### src/rtl/muldiv_seq_if.sv
// -----------------------------------------------------------------------------
// muldiv_seq_if
// Handshake between the execute stage and the iterative multiply/divide
// sequencer.
//   master : execute stage -- drives req_valid, op, word, a, b, flush, stall_in
//   slave  : muldiv_seq    -- drives stall_out, done, result
// Signals:
//   req_valid  valid M-extension instruction held in execute (level)
//   op[2:0]    000 MUL, 100 DIV, 101 DIVU, 110 REM, 111 REMU (001-011 reserved)
//   word       W variant (32-bit operands, sign-extended result)
//   a, b       rs1 / rs2 operands
//   flush      kill the in-flight operation (branch redirect)
//   stall_in   downstream stall; a finished result is not consumed while high
//   stall_out  holds execute while an operation is outstanding
//   done       result valid
//   result     final result, stable while done is high
// -----------------------------------------------------------------------------
interface muldiv_seq_if #(
   parameter int XLEN = 64
);
   logic            req_valid;
   logic [2:0]      op;
   logic            word;
   logic [XLEN-1:0] a;
   logic [XLEN-1:0] b;
   logic            flush;
   logic            stall_in;
   logic            stall_out;
   logic            done;
   logic [XLEN-1:0] result;

   modport master (
      output req_valid, op, word, a, b, flush, stall_in,
      input  stall_out, done, result
   );

   modport slave (
      input  req_valid, op, word, a, b, flush, stall_in,
      output stall_out, done, result
   );
endinterface

### src/rtl/muldiv_seq.sv
// -----------------------------------------------------------------------------
// muldiv_seq
// Iterative radix-2 multiply/divide sequencer for the execute stage
// (RV64M MUL/DIV/DIVU/REM/REMU including W forms). One product or quotient bit
// is produced per cycle; execute is held via stall_out until the result is
// presented, and the result is held while the downstream stage stalls.
// Ports:
//   clk      rising-edge clock
//   reset_n  asynchronous active-low reset
//   bus      muldiv_seq_if.slave (request, operands, flush, stalls, result)
// Optional feature:
//   MULDIV_EARLY_OUT_EN  when defined, divide-by-zero, signed overflow and MUL
//                        with a zero operand finish straight from IDLE without
//                        iterating. Results are identical either way.
// -----------------------------------------------------------------------------
module muldiv_seq #(
   parameter int XLEN  = 64,
   parameter int CNT_W = 7
) (
   input logic         clk,
   input logic         reset_n,
   muldiv_seq_if.slave bus
);
   localparam int HALF = XLEN / 2;

   localparam logic [2:0] OP_MUL  = 3'b000;
   localparam logic [2:0] OP_DIV  = 3'b100;
   localparam logic [2:0] OP_DIVU = 3'b101;
   localparam logic [2:0] OP_REM  = 3'b110;
   localparam logic [2:0] OP_REMU = 3'b111;

   typedef enum logic [1:0] {IDLE, MUL, DIV, DONE} state_t;

   state_t           state_q, state_d;
   logic [CNT_W-1:0] cnt_q, cnt_d;
   logic [2:0]       op_q, op_d;
   logic             word_q, word_d;
   logic [XLEN-1:0]  opA_q, opA_d;
   logic [XLEN-1:0]  opB_q, opB_d;
   // MUL: acc = partial product, work = multiplier, shf = multiplicand
   // DIV: acc = partial remainder, work = dividend/quotient, shf = divisor
   logic [XLEN-1:0]  acc_q, acc_d;
   logic [XLEN-1:0]  work_q, work_d;
   logic [XLEN-1:0]  shf_q, shf_d;
   logic [XLEN-1:0]  result_q, result_d;
   logic             blockAccept_q, blockAccept_d;

   logic [XLEN-1:0]  inA, inB, magA, magB;
   logic             inReserved, earlyOut;
   logic [XLEN:0]    remSh, trial;

   function automatic logic isSignedDiv(input logic [2:0] fop);
      return (fop == OP_DIV) || (fop == OP_REM);
   endfunction

   // W ops see a 32-bit operand widened to XLEN: zero-extended for the
   // unsigned divides, sign-extended otherwise.
   function automatic logic [XLEN-1:0] extendOperand(input logic [2:0] fop, input logic fword,
                                                     input logic [XLEN-1:0] x);
      logic [XLEN-1:0] ext;
      ext = x;
      if (fword) begin
         if ((fop == OP_DIVU) || (fop == OP_REMU)) ext = {{HALF{1'b0}}, x[HALF-1:0]};
         else                                      ext = {{HALF{x[HALF-1]}}, x[HALF-1:0]};
      end
      return ext;
   endfunction

   function automatic logic [XLEN-1:0] magnitude(input logic [2:0] fop, input logic [XLEN-1:0] x);
      return (isSignedDiv(fop) && x[XLEN-1]) ? -x : x;
   endfunction

   function automatic logic isOverflow(input logic [2:0] fop, input logic fword,
                                       input logic [XLEN-1:0] fa, input logic [XLEN-1:0] fb);
      logic [XLEN-1:0] minVal;
      minVal = fword ? {{(HALF+1){1'b1}}, {(HALF-1){1'b0}}} : {1'b1, {(XLEN-1){1'b0}}};
      return isSignedDiv(fop) && (fb == '1) && (fa == minVal);
   endfunction

   // Sign fix-up, special-case override and W sign extension of the raw
   // iteration output (fq = product or quotient magnitude, fr = remainder).
   function automatic logic [XLEN-1:0] finalize(input logic [2:0] fop, input logic fword,
                                                input logic [XLEN-1:0] fa, input logic [XLEN-1:0] fb,
                                                input logic [XLEN-1:0] fq, input logic [XLEN-1:0] fr);
      logic [XLEN-1:0] res;
      case (fop)
         OP_MUL: res = fq;
         OP_DIV, OP_DIVU: begin
            if (fb == '0)                           res = '1;
            else if (isOverflow(fop, fword, fa, fb)) res = fa;
            else if (isSignedDiv(fop) && (fa[XLEN-1] != fb[XLEN-1])) res = -fq;
            else                                    res = fq;
         end
         OP_REM, OP_REMU: begin
            if (fb == '0)                           res = fa;
            else if (isOverflow(fop, fword, fa, fb)) res = '0;
            else if (isSignedDiv(fop) && fa[XLEN-1]) res = -fr;
            else                                    res = fr;
         end
         default: res = '0;
      endcase
      if (fword) res = {{HALF{res[HALF-1]}}, res[HALF-1:0]};
      return res;
   endfunction

   assign inA        = extendOperand(bus.op, bus.word, bus.a);
   assign inB        = extendOperand(bus.op, bus.word, bus.b);
   assign magA       = magnitude(bus.op, inA);
   assign magB       = magnitude(bus.op, inB);
   assign inReserved = (bus.op != OP_MUL) && !bus.op[2];

   // Restoring-divide trial subtraction; the extra top bit is the borrow.
   assign remSh = {acc_q, work_q[XLEN-1]};
   assign trial = remSh - {1'b0, shf_q};

`ifdef MULDIV_EARLY_OUT_EN
   assign earlyOut = (bus.op == OP_MUL) ? ((inA == '0) || (inB == '0))
                                        : ((inB == '0) || isOverflow(bus.op, bus.word, inA, inB));
`else
   assign earlyOut = 1'b0;
`endif

   always_ff @(posedge clk or negedge reset_n) begin
      if (!reset_n) begin
         state_q       <= IDLE;
         cnt_q         <= '0;
         op_q          <= '0;
         word_q        <= 1'b0;
         opA_q         <= '0;
         opB_q         <= '0;
         acc_q         <= '0;
         work_q        <= '0;
         shf_q         <= '0;
         result_q      <= '0;
         blockAccept_q <= 1'b0;
      end else begin
         state_q       <= state_d;
         cnt_q         <= cnt_d;
         op_q          <= op_d;
         word_q        <= word_d;
         opA_q         <= opA_d;
         opB_q         <= opB_d;
         acc_q         <= acc_d;
         work_q        <= work_d;
         shf_q         <= shf_d;
         result_q      <= result_d;
         blockAccept_q <= blockAccept_d;
      end
   end

   // The counter is loaded with N so that N iteration cycles are followed by
   // one finishing cycle at cnt==0, giving done after edge N+1.
   // blockAccept suppresses acceptance in the cycle right after DONE->IDLE,
   // because execute has just advanced past the finished instruction.
   always_comb begin
      state_d       = state_q;
      cnt_d         = cnt_q;
      op_d          = op_q;
      word_d        = word_q;
      opA_d         = opA_q;
      opB_d         = opB_q;
      acc_d         = acc_q;
      work_d        = work_q;
      shf_d         = shf_q;
      result_d      = result_q;
      blockAccept_d = 1'b0;
      case (state_q)
         IDLE: begin
            if (bus.req_valid && !bus.flush && !blockAccept_q) begin
               op_d   = bus.op;
               word_d = bus.word;
               opA_d  = inA;
               opB_d  = inB;
               cnt_d  = bus.word ? CNT_W'(HALF) : CNT_W'(XLEN);
               acc_d  = '0;
               if (inReserved) begin
                  state_d  = DONE;
                  result_d = '0;
               end else if (earlyOut) begin
                  state_d  = DONE;
                  result_d = finalize(bus.op, bus.word, inA, inB, '0, '0);
               end else if (bus.op == OP_MUL) begin
                  state_d = MUL;
                  work_d  = inB;
                  shf_d   = inA;
               end else begin
                  state_d = DIV;
                  // A W dividend is top-aligned so its MSB shifts out first.
                  work_d  = bus.word ? (magA << HALF) : magA;
                  shf_d   = magB;
               end
            end
         end
         MUL, DIV: begin
            if (bus.flush) begin
               state_d = IDLE;
            end else if (cnt_q == '0) begin
               state_d  = DONE;
               result_d = finalize(op_q, word_q, opA_q, opB_q,
                                   (state_q == MUL) ? acc_q : work_q, acc_q);
            end else begin
               cnt_d = cnt_q - CNT_W'(1);
               if (state_q == MUL) begin
                  acc_d  = work_q[0] ? (acc_q + shf_q) : acc_q;
                  work_d = work_q >> 1;
                  shf_d  = shf_q << 1;
               end else begin
                  acc_d  = trial[XLEN] ? remSh[XLEN-1:0] : trial[XLEN-1:0];
                  work_d = {work_q[XLEN-2:0], ~trial[XLEN]};
               end
            end
         end
         DONE: begin
            if (bus.flush) begin
               state_d = IDLE;
            end else if (!bus.stall_in) begin
               state_d       = IDLE;
               blockAccept_d = 1'b1;
            end
         end
         default: state_d = IDLE;
      endcase
   end

   always_comb begin
      bus.stall_out = bus.req_valid && (state_q != DONE);
      bus.done      = (state_q == DONE);
      bus.result    = result_q;
   end
endmodule

### src/flat_wrapper.sv
// flat-port wrapper written by rule: the top's interface ports become plain ports
module muldiv_seq_flat 
#(
   parameter int XLEN  = 64,
   parameter int CNT_W = 7
)
  (clk, reset_n, bus_req_valid, bus_op, bus_word, bus_a, bus_b, bus_flush, bus_stall_in, bus_stall_out, bus_done, bus_result);
  muldiv_seq_if #(.XLEN(XLEN)) bus_i ();
  input logic clk;
  input logic reset_n;
  input wire logic [$bits(bus_i.req_valid)-1:0] bus_req_valid;
  input wire logic [$bits(bus_i.op)-1:0] bus_op;
  input wire logic [$bits(bus_i.word)-1:0] bus_word;
  input wire logic [$bits(bus_i.a)-1:0] bus_a;
  input wire logic [$bits(bus_i.b)-1:0] bus_b;
  input wire logic [$bits(bus_i.flush)-1:0] bus_flush;
  input wire logic [$bits(bus_i.stall_in)-1:0] bus_stall_in;
  output wire logic [$bits(bus_i.stall_out)-1:0] bus_stall_out;
  output wire logic [$bits(bus_i.done)-1:0] bus_done;
  output wire logic [$bits(bus_i.result)-1:0] bus_result;
  assign bus_i.req_valid = bus_req_valid;
  assign bus_i.op = bus_op;
  assign bus_i.word = bus_word;
  assign bus_i.a = bus_a;
  assign bus_i.b = bus_b;
  assign bus_i.flush = bus_flush;
  assign bus_i.stall_in = bus_stall_in;
  assign bus_stall_out = bus_i.stall_out;
  assign bus_done = bus_i.done;
  assign bus_result = bus_i.result;
  muldiv_seq #(.XLEN(XLEN), .CNT_W(CNT_W)) u_core (.clk(clk), .reset_n(reset_n), .bus(bus_i));
endmodule
### config.mk
export PLATFORM = sky130hd
export DESIGN_NAME = muldiv_seq_flat
export DESIGN_NICKNAME = d
export VERILOG_FILES = /design/src/rtl/muldiv_seq_if.sv /design/src/rtl/muldiv_seq.sv /design/src/flat_wrapper.sv
export SDC_FILE = /design/constraint.sdc
export NUM_CORES = 2
export LEC_CHECK = 0
export BUFFER_PORTS_ARGS = -buffer_cell sky130_fd_sc_hd__clkbuf_2
export CAP_MARGIN = 25
export CORE_AREA = 2 2 286 288
export DETAILED_ROUTE_END_ITERATION = 10
export DIE_AREA = 0 0 288 290
export HOLD_SLACK_MARGIN = 0.08
export PLACE_DENSITY_LB_ADDON = 0.25
export SLEW_MARGIN = 20
export SYNTH_ARGS = -nofsm -noshare
export SYNTH_HDL_FRONTEND = slang
export SYNTH_SLANG_ARGS = --single-unit
### constraint.sdc
create_clock -name clk -period 5.6 [get_ports clk]
set_clock_uncertainty 0.2 [all_clocks]
set_input_delay 0.56 -clock clk [delete_from_list [all_inputs] [get_ports clk]]
set_output_delay 0.56 -clock clk [all_outputs]
set_load 0.02 [all_outputs]
==> metrics.md <==
| Metric | Value |
|---|---|
| VDD IR max | `0.749 mV` |
| CTS Buffer Depth | `3` |
| Avg Cell Area, Syn | `7.67 um^2` |
| Hold Vio Cnt, Final | `0` |
| GRT Total Usage | `~36%` |
| RSZ-0062 raised after global routing | `no` |
| Actual slew at the worst max-slew pin | `around 1300 ps` |
| Initial Util | `between 40% and 50%` |
| CTS tree | `built` |
| Vias in the first global route | `~35000` |
| Std-Cell Rows | `104` |
| Fraction of layout instances using a drive strength above 1 | `11.6%` |
| Post-synth top cells | `a21oi_1 (517), nand2_1 (452), nor2_1 (450)` |
| Die extent in y | `290 um` |
| Die width | `between 200 and 300 um` |
| Final period util | `roughly nine tenths` |
| Clock sinks | `~400` |
| Synth top area share | `about 28%` |
| Register clock-pin slew on the reported worst setup and hold paths | `around 60 ps` |
| Final setup fails | `0` |
| WHS Path Cells | `2` |
| LEAKAGE | `16.7 nW` |
| Core Footprint | `roughly 80000 um^2` |
| First-pass GRT wire length | `between 200 and 250 mm` |
| Remaining antenna violation count | `0` |
| Synth Register Bits | `about 400` |
| Die ar. | `roughly 84000 um^2` |
| Port Buffers | `just over 200` |
| Total CTS buffers | `47` |
| TritonRoute pass-1 iters | `6` |
| Sequential fraction of the synthesis area | `about 28%` |
| CTS Hold Bufs | `18` |
| Dominant cell by count in the synthesized netlist | `a21oi_1` |
| Synthesis warning total | `0` |
| Drt total wl | `153 mm` |
| Synth Flop Type | `dfrtp_1` |
| FF-to-FF setup slack | `~560 ps` |
| Initial antenna violation count | `6` |
| Routed vias/inst | `around 6.5` |
| Routed vias | `37900` |
| CP required | `5900 ps` |
| Dpl hpwl | `~120 mm` |
| CP arrival | `roughly 5300 ps` |
| Worst Path Max Fanout | `34` |
| R2R Path End | `u_core.bus.result[58]` |
| HP Start | `bus_b[9]` |
| Max transition margin | `between 10% and 20%` |
| Hold Crit Class | `in -> reg` |
| Post-cts resize count | `0` |
| Post-CTS Setup Bufs | `0` |
| Drt initial violations | `about 5400` |
| Pin count of the biggest net entering global routing | `196` |
| R2R cell count | `15` |
| DRC Markers | `0` |
| Hold Path End | `u_core.opB_q[9]` |
| Final Critical Period | `between 5000 and 6000 ps` |
| Slew Limit Fails | `0` |
| Max-Cap Viols | `0` |
| Worst skew pair latency | `around 630 ps` |
| CP Launch Type | `register` |
| Synthesized area | `roughly 36000 um^2` |
| Worst Setup Path Type | `reg -> reg` |
| Area Overhead vs Synth | `10.8%` |
| GRT overflow | `0` |
| Share of synthesized registers carrying an async set or reset | `100%` |
| Io pins | `roughly 200` |
| Utilization after layout | `49.5%` |
| Number of synthesized flops with an enable pin | `0` |
| Filler Cells Inserted | `8030` |
| Net count after synthesis | `roughly 4900` |
| Post-Syn Instances | `between 4000 and 5000` |
| Post-synth top area cell | `dfrtp_1` |
| CP endpoint kind | `register` |
| Fmax | `between 150 and 200 MHz` |
| H-tree depth | `2` |
| Yosys cell types | `roughly 100` |
| RR Startpoint | `u_core.state_q[1]` |
| Synth area leaders | `dfrtp_1 (28%), a21oi_1 (7.2%), o21ai_0 (5.2%), ha_1 (4.8%), nand2_1 (4.7%)` |
| Power per cell area | `655 nW/um^2` |
| Status | `completed` |
| Wire per inst | `approximately 26 um` |
| Setup_tns | `0 ps` |
| Gp weighted congestion | `between 1 and 1.5` |
| Layout net count | `about 5000` |
| CTS Root Cell | `clkbuf_16` |
==> cells in the final DEF (no fill, tap or decap), types with 136 or more instances in the layout <==
master      n
clkbuf_2  200
a211oi_1  174
o21ai_0   368
inv_1     136
xnor2_1   180
dfrtp_1   398
nand2_1   451
a21oi_1   515
xor2_1    165
nor2_1    446
==> through the flow <==
| step | cells | hold WS (ps) | instance area (um^2) | total power [mW] | worst slack, ps |
|---|---|---|---|---|---|
| after detailed placement | 5680 | 270 | 37800 | 22.0 | 715 |
| after global routing | 5788 | 91.3 | 39700 | 27.6 | 390 |
| after floorplan | 4669 | 64.4 | 35800 | 16.6 | 1720 |
| after CTS | 5784 | 80.6 | 39600 | 25.4 | 669 |
| final | 5790 | 97.9 | 39700 | 26.0 | 565 |
| after global placement | 5677 | 264 | 37800 | 22.0 | 871 |
==> power by group <==
group          switching, mW  internal (mW)
Clock                   1.42           1.88
Sequential              1.91           4.14
Combinational           10.8           5.88
==> per-layer routing <==
metal  track usage, %  wire [um]  vias up
met1             51.4      64400    18200
met5                0         32        -
li1                 -          -    17200
met3             9.20      18700      346
met2             49.2      61400     2164
met4             16.0       7900        4
==> worst max path at each step <==
stage,from,to,slack (ps),depth (start not counted)
floorplan,u_core.shf_q[0],u_core.acc_q[31],1720,16
global placement,u_core.state_q[1],u_core.bus.result[45],870,14
detailed placement,u_core.state_q[1],u_core.bus.result[58],720,15
CTS,u_core.state_q[1],u_core.bus.result[58],670,15
global route,u_core.state_q[1],u_core.bus.result[58],390,15
finish,u_core.state_q[1],u_core.bus.result[58],560,15
==> cell families (layout without fill, tap and decap cells) <==
kind of cell    count (synthesis)  count (layout)  share of synthesized area, %
simple gates                 1420            1420                          18.5
buf+inv                       502             560                          5.49
xor+xnor                      346             346                          8.46
fa+ha+maj                     139             139                          4.90
other cells                     0               3                             0
flops                         398             398                          27.8
compound gates               1696            1696                          29.8
mux                           168             168                          4.97
==> final cells by class <==
class	instances	area [um^2]	area share (%)
multi-input combinational	3769	24000	60.6
sequential	398	9960	25.1
timing repair buffer	336	2220	5.60
clock buffer	64	1380	3.48
tap	1060	1330	3.34
inverter	138	518	1.31
clock inverter	22	228	0.574
antenna	3	7.51	0.0189
==> worst max-delay path, stage by stage (launching register included) <==
cell	delay (ps)
dfrtp_1	390
inv_1	170
ha_4	550
mux2i_1	420
ha_1	240
o21ai_1	160
nor4_2	480
nand3_1	240
or3_1	460
nor2_4	210
nand3_1	150
o21ai_0	230
xor2_1	90
a2111oi_0	580
buf_4	230
o21ai_0	70
==> registers in the layout, indices dropped and copies added (netlist names) <==
| signal | count |
|---|---|
| u_core.shf_q | 64 |
| u_core.acc_q | 64 |
| u_core.opA_q | 64 |
| u_core.cnt_q | 7 |
| u_core.state_q | 2 |
| u_core.work_q | 64 |
| u_core.bus.result | 64 |
| u_core.blockAccept_q | 1 |
| u_core.opB_q | 64 |
| u_core.word_q | 1 |
| u_core.op_q | 3 |
No activity file was read; power rests on OpenSTA's default activity.
